$ cat src/rtl/sram_like_arbiter.sv
// rtl/sram_like_arbiter.sv - two-to-one round-robin arbiter onto a single SRAM-like memory port
//
// Shares one SRAM-like memory port between the instruction-fetch side and the
// data-access side. Only one transaction is outstanding at a time, and its
// response is routed back to the side that owns it. When both sides request
// in the same cycle, the side that was not granted last time wins.
//
// Ports:
//   clk, resetn                  clock, asynchronous active-low reset
//   inst_* / data_*              per-side request (req/wr/size/addr/wdata) in,
//                                addr_ok/data_ok/rdata out
//   mem_req, mem_wr, mem_size,   registered request to the memory bridge
//   mem_addr, mem_wdata
//   mem_addr_ok, mem_data_ok,    memory handshakes and read data
//   mem_rdata

module sram_like_arbiter #(
    parameter int ADDR_W = 32,
    parameter int DATA_W = 32
) (
    input  logic              clk,
    input  logic              resetn,
    input  logic              inst_req,
    input  logic              inst_wr,
    input  logic [1:0]        inst_size,
    input  logic [ADDR_W-1:0] inst_addr,
    input  logic [DATA_W-1:0] inst_wdata,
    output logic              inst_addr_ok,
    output logic              inst_data_ok,
    output logic [DATA_W-1:0] inst_rdata,
    input  logic              data_req,
    input  logic              data_wr,
    input  logic [1:0]        data_size,
    input  logic [ADDR_W-1:0] data_addr,
    input  logic [DATA_W-1:0] data_wdata,
    output logic              data_addr_ok,
    output logic              data_data_ok,
    output logic [DATA_W-1:0] data_rdata,
    output logic              mem_req,
    output logic              mem_wr,
    output logic [1:0]        mem_size,
    output logic [ADDR_W-1:0] mem_addr,
    output logic [DATA_W-1:0] mem_wdata,
    input  logic              mem_addr_ok,
    input  logic              mem_data_ok,
    input  logic [DATA_W-1:0] mem_rdata
);

    typedef enum logic [1:0] {
        S_IDLE = 2'd0,
        S_REQ  = 2'd1,
        S_WAIT = 2'd2
    } state_t;

    state_t state;
    logic   owner;       // 0 = inst, 1 = data
    logic   last_grant;  // 0 = inst, 1 = data
    logic   grant_data;
    logic   grant_inst;
    logic   accept_ok;
    logic   resp;

    // Data wins unless inst is also requesting and data was the last winner.
    always_comb begin
        grant_data = data_req && (!inst_req || !last_grant);
        grant_inst = inst_req && !grant_data;
    end

    // Gated by resetn so every output reads 0 while reset is held, even if a
    // requester keeps its request up.
    assign accept_ok    = resetn && (state == S_IDLE);
    assign inst_addr_ok = accept_ok && grant_inst;
    assign data_addr_ok = accept_ok && grant_data;

    // mem_data_ok only counts while a transaction is waiting for it.
    assign resp         = resetn && (state == S_WAIT) && mem_data_ok;
    assign inst_data_ok = resp && !owner;
    assign data_data_ok = resp && owner;
    assign inst_rdata   = inst_data_ok ? mem_rdata : '0;
    assign data_rdata   = data_data_ok ? mem_rdata : '0;

    always_ff @(posedge clk or negedge resetn) begin
        if (!resetn) begin
            state      <= S_IDLE;
            owner      <= 1'b0;
            last_grant <= 1'b0;
            mem_req    <= 1'b0;
            mem_wr     <= 1'b0;
            mem_size   <= 2'd0;
            mem_addr   <= '0;
            mem_wdata  <= '0;
        end else begin
            case (state)
                S_IDLE: begin
                    if (grant_data || grant_inst) begin
                        owner      <= grant_data;
                        last_grant <= grant_data;
                        mem_wr     <= grant_data ? data_wr    : inst_wr;
                        mem_size   <= grant_data ? data_size  : inst_size;
                        mem_addr   <= grant_data ? data_addr  : inst_addr;
                        mem_wdata  <= grant_data ? data_wdata : inst_wdata;
                        mem_req    <= 1'b1;
                        state      <= S_REQ;
                    end
                end
                S_REQ: begin
                    if (mem_addr_ok) begin
                        mem_req <= 1'b0;
                        state   <= S_WAIT;
                    end
                end
                S_WAIT: begin
                    if (mem_data_ok) begin
                        state <= S_IDLE;
                    end
                end
                default: begin
                    mem_req <= 1'b0;
                    state   <= S_IDLE;
                end
            endcase
        end
    end

endmodule

$ cat config.mk
export PLATFORM = sky130hd
export DESIGN_NAME = sram_like_arbiter
export DESIGN_NICKNAME = d
export VERILOG_FILES = /design/src/rtl/sram_like_arbiter.sv
export SDC_FILE = /design/constraint.sdc
export NUM_CORES = 1
export LEC_CHECK = 0
export BUFFER_PORTS_ARGS = -buffer_cell sky130_fd_sc_hd__buf_2
export CAP_MARGIN = 20
export CORE_AREA = 2 2 118 120
export DETAILED_ROUTE_END_ITERATION = 16
export DIE_AREA = 0 0 120 122
export GPL_ROUTABILITY_DRIVEN = 0
export PLACE_DENSITY = 0.68
export SETUP_SLACK_MARGIN = 0.2
export SYNTH_ARGS = -nofsm -noshare
export SYNTH_HDL_FRONTEND = slang
export SYNTH_SLANG_ARGS = --single-unit
$ cat constraint.sdc
create_clock -name clk -period 2.1 [get_ports clk]
set_input_delay 0.63 -clock clk [delete_from_list [all_inputs] [get_ports clk]]
set_output_delay 0.63 -clock clk [all_outputs]
set_load 0.01 [all_outputs]
* After elaboration in Yosys (flattened, before gate mapping)
Index checks and enable logic that the tools add are counted.
Cells by class: eq/ne operators 5, mux-type cells 13, bitwise logic cells 1, reduce and logical (&&, ||, !) cells 18
Operators with widths (count):
- 32-bit 2-to-1 mux | 4
- 1-bit logical AND | 9
- 2-bit 2-to-1 mux | 4
- 2-bit case mux with 3 select lines | 1
- 3-bit AND reduction | 2
- 2-bit inequality test (second input constant) | 2
- 1-bit logical NOT | 3
- 1-bit 2-to-1 mux | 3
- 1-bit case mux with 3 select lines | 1
- 2-bit by 1-bit equality test with 1-bit output (second input constant) | 1
- 2-bit equality test (second input constant) | 1
- 2-bit logical NOT | 1
- 1-bit logical OR | 2
- 2-bit by 1-bit inequality test with 1-bit output (second input constant) | 1
- 2-bit AND reduction | 1
- 1-bit inverter | 1
Storage, ports and cells: flip-flop bits (word level) 71, bits of input ports 172, output and inout bits 136

* Depth between registers and ports, before layout
Gate-level depths: netlist of the first run.
word-level depth 8, gate-level depth with buffers 7, mapped depth without buffers 3

* Worst setup path before layout of the first run
No wires, ideal clock.
path type input to output, start input port mem_data_ok, end output port inst_rdata[22], arrival 1531 ps, data required time 1470 ps, slack -61 ps, stages on the path 4, path buffers 1, cells stage by stage nand2_1 > nor4b_2 > clkbuf_1 > and2_1
Between the ends: word-level cells in the longest chain between the ends 3
Ends and longest elaborated chain:
- start, declared | line 45 | input logic mem_data_ok,
- 1-bit logical AND | line 76 | assign resp = resetn && (state == S_WAIT) && mem_data_ok;
- 1-bit logical AND | line 77 | assign inst_data_ok = resp && !owner;
- named net inst_data_ok | line 29 | output logic inst_data_ok,
- 32-bit 2-to-1 mux | line 79 | assign inst_rdata = inst_data_ok ? mem_rdata : '0;
- end, declared | line 30 | output logic [DATA_W-1:0] inst_rdata,
The timed path passes the listed nets, and every way through them passes these cells.

* Final worst setup path of the first run
start register state[1], end output port data_rdata[22]
Between the ends: word-level cells in the longest chain between the ends 5
Ends and longest elaborated chain:
- start, declared | line 55 | state_t state;
- start signal, assigned | line 84 | state <= S_IDLE;
- start signal, assigned | line 103 | state <= S_REQ;
- start signal, assigned | line 109 | state <= S_WAIT;
- 2-bit equality test | line 76
- 1-bit logical AND (2 in series) | line 76
- 1-bit logical AND | line 78 | assign data_data_ok = resp && owner;
- 32-bit 2-to-1 mux | line 80 | assign data_rdata = data_data_ok ? mem_rdata : '0;
- end, declared | line 38 | output logic [DATA_W-1:0] data_rdata,
No other way between the ends.

==> results of run 1 <==
## per-layer routing
layer  vias up  part of all wire [%]
li1       2188                     -
met1      2168                    38
met2       200                    53
met3        23                   6.9
met4         0                   2.7
met5         -                     0
## area by class of cell
class | count | area [µm²]
repair buffers | 330 | 2040
clock buffers | 11 | 253
well taps | 180 | 225
diodes | 2 | 5.00
inverters | 1 | 3.75
clock inverters | 5 | 104
fillers | 1309 | 6840
multi-input cells | 353 | 2250
flip-flops and latches | 71 | 1780
## worst max-delay path, stage by stage (launching register included)
cell and delay (ps):
dfrtp_2 420, nand2_8 60, and4bb_2 380, buf_12 170, and2_4 140, buf_2 130
## cell families after synthesis
logic type,after synthesis
compound gates,141
flops,71
simple gates,212
buf+inv,45
## worst max path at each step
stage | cells after the start | to | slack (ps) | from
4_1_cts | 4 | inst_rdata[17] | -160 | last_grant
3_3_place_gp | 6 | data_rdata[18] | -100 | mem_data_ok
6_report | 5 | data_rdata[22] | -150 | state[1]
5_1_grt | 4 | inst_rdata[31] | -220 | last_grant
3_5_place_dp | 6 | data_rdata[15] | -130 | mem_data_ok
2_1_floorplan | 4 | inst_rdata[22] | 120 | mem_data_ok
## flip-flops by register name (all words and copies together), names as in the netlist
signal and flops:
last_grant 1, state 2, mem_wdata 32, mem_req 1, mem_wr 1, mem_size 2, mem_addr 32
## synth_stat cells, drive strengths merged
cell      n
dfrtp    71
and4bb    1
o22ai     1
inv       1
nor2      1
a31oi    68
nand2   138
and2     66
a21oi    68
nand2b    2
clkbuf   28
o21ai     2
a21bo     1
buf      16
or2       1
nor4b     1
and3      1
nor3b     1
a21boi    1
## stage by stage
stage,cells,hold WS (ps),power [µW]
floorplan,469,334,4960
global placement,932,464,6330
detailed placement,932,465,6370
CTS,948,233,8300
global route,953,227,8800
finish,953,242,8230
## power by group through the flow
stage	Clock (µW)	Combinational, µW	Sequential, µW
after global routing	1930	4320	2550
after CTS	1870	3970	2470
after global placement	0	3880	2450
after floorplan	0	2170	2790
after detailed placement	0	3900	2470
final	1820	3950	2460
## repair_timing
| action | in CTS | in global routing |
|---|---|---|
| gates cloned | 0 | 2 |
| pin swaps | 3 | 3 |
| endpoints found under the setup margin | 68 | 68 |
| buffers inserted | 0 | 1 |
| endpoints found under the hold margin | 0 | 0 |
| gates resized for setup | 47 | 0 |
==> flow_metrics.py, run 1 <==
metrics = {
    "status": {
        "status": "complete, but fails checks",
        "failed_checks": "negative setup slack",
    },
    "detailed_routing": {
        "drc": 0,
        "detail_route.vias_per_cell": 4.80,
        "routedWlPerCell_um": 15.8,
        "ant_nets": 0,
        "drt_iter0_drc": 240,
        "dr.pass1.iters": 4,
        "vias": 4579,
        "routed_wl_um": 15100,
    },
    "cts": {
        "clockRootBuffer": "clkbuf_16",
        "clk_pin_slew_ps": 60,
        "cts_max_path_buffers": 2,
        "cts_hold_buf": 0,
        "cts_sinks": 71,
        "cts_tree": "built",
        "h-tree-depth": 3,
        "cts_buffers": 9,
        "insertion_delay_ps": 330,
    },
    "finish": {
        "layout_common_cells": "buf_2, nand2_1, dfrtp_1",
        "drive_gt1_share_pct": 54.5,
        "num-nets-final": 938,
        "post-route-util_pct": 49.3,
        "final_common_cell": "buf_2",
        "fin_area_um2": 6660,
        "syn_to_final_growth_pct": 62.6,
    },
    "floorplanning": {
        "dieHeight_um": 122,
        "fp.dieW_um": 120,
        "die_area_um2": 14600,
        "row_count": 43,
        "initial_utilization_pct": 30.3,
        "ios": 308,
        "core_um2": 13500,
    },
    "power": {
        "pwr-share-comb_pct": 48.0,
        "power_frac_seq_pct": 29.9,
        "power.density_nw_per_um2": 1240,
        "clkPwrFrac_pct": 22.1,
        "p_int_uw": 5000,
        "power.switching_uw": 3230,
        "p_leak_uw": 0.00328,
        "switching_share_pct": 39.2,
        "peakVddDrop_mv": 0.611,
    },
    "global_routing": {
        "grt_max_degree": 71,
        "met2_usage_pct": 36.4,
        "met3_usage_pct": 5.43,
        "top_usage_layer": "met2",
        "met1_usage_pct": 21.6,
        "track_usage_pct": 19.8,
        "overflow": 0,
        "grt_pass1_wl_um": 22700,
        "antenna_found_initial": 2,
        "grt_pass1_vias": 4380,
    },
    "synthesis": {
        "synth_xor_area_share_pct": 0,
        "syn-num-nets": 641,
        "synth-seq-cells": 71,
        "netlist_area_um2": 4100,
        "ys_seq_area_share_pct": 43.4,
        "synth.area.mux_share_pct": 0,
        "synth_top_family_by_area": "compound AO/OA/AOI/OAI gates",
        "yosysWarnings": 0,
        "post-synth-top-area-cell": "dfrtp_1",
        "synth_cells": 469,
        "synth_fa_ha_area_share_pct": 0,
        "synth_top_area_share_pct": 43.4,
        "syn_area_per_cell_um2": 8.73,
        "synth_area_leaders": "dfrtp_1, nand2_1, and2_1",
        "synth_cell_types": 25,
        "synth-compound-area-share_pct": 26.5,
        "yosys.area_share.simple_pct": 24.3,
    },
    "critical_path": {
        "r2r_slack_ps": 390,
        "worst_setup_path_start_kind": "register",
        "critPathArrivalTime_ps": 1620,
        "worst_setup_path_end_kind": "primary output",
        "r2r_start": "state[1]",
        "crit_type": "register to primary output",
        "path_max_fanout": 17,
        "r2r-end": "mem_wdata[7]",
        "required_ps": 1470,
        "ff2ff_path_depth": 6,
    },
    "timing": {
        "timing.final.crit_share_pct": 107,
        "final_max_slew_viol_count": 0,
        "final.setup.worst_slack_ps": -154,
        "fin_setup_tns_ps": -7720,
        "setup_viol": 68,
        "timing.slew.headroom_pct": 47.8,
        "fmax_ghz": 0.444,
        "clock_skew_ps": 10.3,
        "hold_violations": 0,
        "fin_crit_ps": 2250,
        "tightest_slew_ps": 784,
        "grt_setup_unrepaired": "yes",
    },
    "job": {
        "cap_violations": 0,
    },
    "worst_hold_path": {
        "hold_class": "primary input to asynchronous set/reset pin",
    },
    "place": {
        "placedInstanceArea_um2": 5980,
        "port_buffers": 307,
        "pre_cts_ws_ps": -133,
        "dp_hpwl_um": 10700,
    },
}
(Power assumes the default switching activity.)
==> inputs of run 2 (changes only) <==
==> constraint.sdc (replaced) <==
create_clock -name clk -period 2.07 [get_ports clk]
set_input_delay 0.621 -clock clk [delete_from_list [all_inputs] [get_ports clk]]
set_output_delay 0.621 -clock clk [all_outputs]
set_load 0.01 [all_outputs]
==> flow_metrics.py, run 2 (synthesized netlist as in run 1, its figures left out) <==
metrics = {
    "finish": {
        "layout_common_cells": "buf_2, nand2_1, dfrtp_1",
        "multi_input_area_um2": 2320,
        "nFillCells": 1291,
        "seqCellArea_um2": 1780,
        "drive_gt1_share_pct": 56.1,
        "num-nets-final": 940,
        "final_common_cell": "buf_2",
        "top_regs": "mem_addr (32), mem_wdata (32)",
        "layoutNonFillerInstCount": 956,
        "syn_to_final_growth_pct": 67.6,
    },
    "cts": {
        "cts_buffers": 9,
        "clk_pin_slew_ps": 60,
        "cts_tree": "built",
        "cts_max_path_buffers": 2,
        "h-tree-depth": 3,
        "clockRootBuffer": "clkbuf_16",
        "cts_sinks": 71,
        "insertion_delay_ps": 330,
    },
    "detailed_routing": {
        "detail_route.vias_per_cell": 4.83,
        "routedWlPerCell_um": 16.5,
        "ant_nets": 0,
        "routed_wl_um": 15800,
        "vias": 4620,
        "drc": 0,
        "drt_iter0_drc": 173,
        "dr.pass1.iters": 4,
    },
    "global_routing": {
        "antenna_found_initial": 3,
        "grt_max_degree": 71,
        "grt_pass1_wl_um": 23100,
        "overflow": 0,
        "grt_pass1_vias": 4498,
        "track_usage_pct": 19.9,
    },
    "critical_path": {
        "path_max_fanout": 8,
        "slowest_delay_ps": 420,
        "worst_setup_path_start_kind": "register",
        "crit_type": "register to primary output",
        "slowest_stage": "dfrtp_2",
        "worst_setup_path_end_kind": "primary output",
        "crit_chain": "nand2_8 -> nor4b_4 -> buf_6 -> clkbuf_16 -> and2_1 -> buf_2",
        "required_ps": 1450,
        "critPathArrivalTime_ps": 1670,
    },
    "timing": {
        "tightest_slew_ps": 793,
        "final_max_slew_viol_count": 0,
        "hold_violations": 0,
        "timing.slew.headroom_pct": 47.1,
        "clock_skew_ps": 6.09,
        "fmax_ghz": 0.437,
        "timing.final.crit_share_pct": 110,
        "fin_crit_ps": 2290,
        "grt_setup_unrepaired": "yes",
        "setup_viol": 68,
        "final.setup.worst_slack_ps": -217,
        "holdWs_ps": 231,
    },
    "floorplanning": {
        "initial_utilization_pct": 30.3,
        "die_area_um2": 14600,
        "dieHeight_um": 122,
        "row_count": 43,
        "fp.dieW_um": 120,
        "ios": 308,
        "core_um2": 13500,
    },
    "job": {
        "cap_violations": 0,
    },
    "place": {
        "placedCellCount": 930,
        "port_buffers": 307,
        "pre_cts_ws_ps": -153,
        "dp_hpwl_um": 10800,
    },
    "power": {
        "peakVddDrop_mv": 0.723,
        "power_frac_seq_pct": 29.9,
        "clkPwrFrac_pct": 20.4,
        "switching_share_pct": 40.1,
        "p_int_uw": 5040,
        "pwr-share-comb_pct": 49.6,
        "p_leak_uw": 0.00332,
        "power.switching_uw": 3370,
        "power.density_nw_per_um2": 1230,
    },
    "worst_hold_path": {
        "hold_class": "primary input to asynchronous set/reset pin",
    },
    "status": {
        "failed_checks": "negative setup slack",
        "status": "complete, but fails checks",
    },
}
[run 2: changes by cell type in the layout (fill, tap and decap cells not counted), sizes merged]
cell / before / now
bufinv: 3 / 2
clkbuf: 12 / 14
clkinv: 2 / 1
clkinvlp: 0 / 2
diode: 2 / 3
[run 2: final timing paths]
path                       slack (ps)  cells after the start  startpoint             to
max                              -220                      6    state[1]  inst_rdata[0]
min                               230                      2      resetn   mem_addr[28]
max reg2reg                       220                      7    state[1]   mem_addr[29]
min reg2reg                       480                      2     mem_req        mem_req
max in group asynchronous         900                      3      resetn  mem_wdata[13]
min in group clk                  480                      2     mem_req        mem_req
[run 2: worst max-delay path, delay by kind of cell (launching register included)]
kind | cells | cell delay [ps]
buffers and inverters | 3 | 440
flip-flops | 1 | 420
AND/OR/NAND/NOR | 3 | 470
[run 2: routing by layer]
metal  track usage, %  part of all wire (%)  up-vias
met2             36.3                    53      202
met5                0                     0        -
met4             7.28                   2.5        0
li1                 -                     -     2194
met3             5.10                   6.4       23
met1             22.4                    38     2201
[run 2: metrics by stage]
step                cell area (µm²)  power (µW)  utilization [%]  setup TNS, ps
finish                         6860        8410             50.8         -10510
global route                   6860        8960             50.8         -13910
CTS                            6570        8340             48.7          -9340
detailed placement             5990        6510             44.4          -8050
global placement               5990        6440             44.4          -6320
floorplan                      4320        5040                -              0
[run 2: power by group through the flow]
| stage | clock network [µW] | logic, µW | registers [µW] |
|---|---|---|---|
| after detailed placement | 0 | 3990 | 2520 |
| after CTS | 1760 | 4060 | 2520 |
| after global routing | 1850 | 4520 | 2600 |
| final | 1720 | 4180 | 2520 |
| after floorplan | 0 | 2200 | 2830 |
| after global placement | 0 | 3950 | 2490 |
[run 2: what timing repair did]
item	4_1_cts	5_1_grt
setup buffers	1	2
gates cloned	0	4
hold buffers	0	0
endpoints found under the setup margin	68	68
pin swaps	3	20
gates resized for setup	42	33
[run 2: area by class of cell]
class	instances	area share (%)
well taps	180	3.28
repair buffers	332	31.9
multi-input cells	353	33.8
clock inverters	5	1.17
clock buffers	11	3.68
diodes	3	0.109
flip-flops and latches	71	25.9
inverters	1	0.0547
==> inputs of run 3 (changes only) <==
--- a/config.mk
+++ b/config.mk
@@ -5,13 +5,13 @@
 export SDC_FILE = /design/constraint.sdc
 export NUM_CORES = 1
 export LEC_CHECK = 0
-export BUFFER_PORTS_ARGS = -buffer_cell sky130_fd_sc_hd__buf_2
 export CAP_MARGIN = 20
 export CORE_AREA = 2 2 118 120
 export DETAILED_ROUTE_END_ITERATION = 16
 export DIE_AREA = 0 0 120 122
+export DONT_BUFFER_PORTS = 1
 export GPL_ROUTABILITY_DRIVEN = 0
-export PLACE_DENSITY = 0.68
+export PLACE_DENSITY = 0.47
 export SETUP_SLACK_MARGIN = 0.2
 export SYNTH_ARGS = -nofsm -noshare
 export SYNTH_HDL_FRONTEND = slang
==> flow_metrics.py, run 3 (synthesized netlist as in run 1, its figures left out) <==
metrics = {
    "detailed_routing": {
        "drt_iter0_drc": 129,
        "routedWlPerCell_um": 21.8,
        "vias": 3450,
        "dr.pass1.iters": 4,
        "ant_nets": 0,
        "detail_route.vias_per_cell": 5.43,
        "drc": 0,
        "routed_wl_um": 13800,
    },
    "critical_path": {
        "crit_chain": "nand2_8 -> and4bb_2 -> clkbuf_16 -> and2_4",
        "worst_setup_path_start_kind": "register",
        "worstSetupEndpoint": "data_rdata[25]",
        "r2r_start": "state[1]",
        "cp-startpoint": "state[1]",
        "path_max_fanout": 15,
        "required_ps": 1450,
        "crit_type": "register to primary output",
        "r2r-end": "mem_addr[30]",
        "worst_setup_path_end_kind": "primary output",
        "r2r_slack_ps": 300,
        "slowest_stage": "dfrtp_2",
        "critPathArrivalTime_ps": 1520,
        "slowest_delay_ps": 420,
        "ff2ff_path_depth": 6,
    },
    "finish": {
        "post-route-util_pct": 34.9,
        "nFillCells": 1421,
        "num-nets-final": 623,
        "layoutNonFillerInstCount": 635,
        "seqCellArea_um2": 1780,
        "drive_gt1_share_pct": 23.3,
        "syn_to_final_growth_pct": 15.2,
        "multi_input_area_um2": 2280,
        "fin_area_um2": 4720,
        "final_common_cell": "nand2_1",
        "insertedDiodeCount": 0,
        "layout_common_cells": "nand2_1, dfrtp_1, a21oi_1",
        "top_regs": "mem_addr (32), mem_wdata (32)",
    },
    "timing": {
        "fmax_ghz": 0.467,
        "holdWs_ps": -24.9,
        "tightest_slew_ps": 788,
        "final_max_slew_viol_count": 0,
        "setup_viol": 65,
        "final.setup.worst_slack_ps": -72.2,
        "fin_crit_ps": 2140,
        "hold_violations": 49,
        "timing.final.crit_share_pct": 103,
        "timing.slew.headroom_pct": 47.5,
        "clock_skew_ps": 3.46,
        "grt_setup_unrepaired": "yes",
    },
    "global_routing": {
        "antenna_found_initial": 0,
        "met1_usage_pct": 19.2,
        "track_usage_pct": 17.9,
        "overflow": 0,
        "top_usage_layer": "met2",
        "grt_max_degree": 75,
        "met3_usage_pct": 6.79,
        "grt_pass1_wl_um": 19900,
        "met2_usage_pct": 32.2,
        "grt_pass1_vias": 3517,
    },
    "place": {
        "placedCellCount": 615,
        "placedInstanceArea_um2": 4350,
        "port_buffers": 0,
        "pre_cts_ws_ps": 24.3,
        "dp_hpwl_um": 9080,
    },
    "power": {
        "p_leak_uw": 0.00187,
        "switching_share_pct": 43.4,
        "power.switching_uw": 3090,
        "power_frac_seq_pct": 42.2,
        "pwr-share-comb_pct": 37.2,
        "clkPwrFrac_pct": 20.6,
        "power.density_nw_per_um2": 1510,
        "peakVddDrop_mv": 0.564,
        "p_int_uw": 4030,
    },
    "cts": {
        "h-tree-depth": 3,
        "clk_pin_slew_ps": 60,
        "cts_sinks": 71,
        "cts_tree": "built",
        "cts_max_path_buffers": 2,
        "clockRootBuffer": "clkbuf_16",
        "insertion_delay_ps": 330,
        "cts_buffers": 9,
    },
    "floorplanning": {
        "ios": 308,
        "dieHeight_um": 122,
        "row_count": 43,
        "initial_utilization_pct": 30.3,
        "fp.dieW_um": 120,
        "die_area_um2": 14600,
        "core_um2": 13500,
    },
    "status": {
        "failed_checks": "negative hold slack, negative setup slack",
        "status": "complete, but fails checks",
    },
    "job": {
        "cap_violations": 0,
    },
    "worst_hold_path": {
        "hold_class": "primary input to asynchronous set/reset pin",
    },
}
-- run 3: area by class of cell --
type                    instances  area share [%]
repair buffers                 13            3.29
clock buffers                  13            5.52
inverters                       1          0.0796
clock inverters                 2           0.345
flip-flops and latches         71            37.7
multi-input cells             355            48.3
well taps                     180            4.77
-- run 3: worst min-delay path by stage --
stage / endpoint / startpoint / slack (ps) / cells after the start
after CTS: mem_wdata[22] / resetn / -40 / 0
after floorplan: last_grant / resetn / 330 / 0
after global routing: mem_wdata[22] / resetn / -40 / 0
after global placement: mem_wdata[22] / resetn / 330 / 0
final: mem_wdata[27] / resetn / -20 / 0
after detailed placement: mem_wdata[22] / resetn / 330 / 0
-- run 3: critical path, delay by kind of cell (launching register included) --
kind          cells  cell delay, ps
flops             1             420
buf+inv           1             190
simple gates      3             580
-- run 3: per-layer routing --
layer  wire length, µm  vias up
li1                  -     1555
met1              5030     1698
met2              7270      183
met3              1280       14
met4               241        0
met5                 0        -
-- run 3: per-stage QoR --
step | power [µW] | hold slack [ps] | setup TNS, ps
3_5_place_dp | 5540 | 327 | 0
3_3_place_gp | 5460 | 327 | 0
2_1_floorplan | 5040 | 325 | 0
5_1_grt | 7620 | -44.8 | -7630
4_1_cts | 7150 | -43.6 | -3850
6_report | 7120 | -24.9 | -3100
-- run 3: timing repair --
action | CTS | global route
pin swaps | 1 | 3
gates resized for setup | 6 | 9
endpoints found under the hold margin | 71 | 71
setup endpoints to repair | 135 | 69
buffers inserted | 1 | 1
gates cloned | 1 | 2
-- run 3: power groups by stage --
stage	combinational (µW)	clock [µW]	sequential, µW
after floorplan	2200	0	2830
after global placement	2420	0	3040
after detailed placement	2500	0	3030
after CTS	2590	1540	3020
after global routing	2940	1600	3090
final	2650	1470	3010
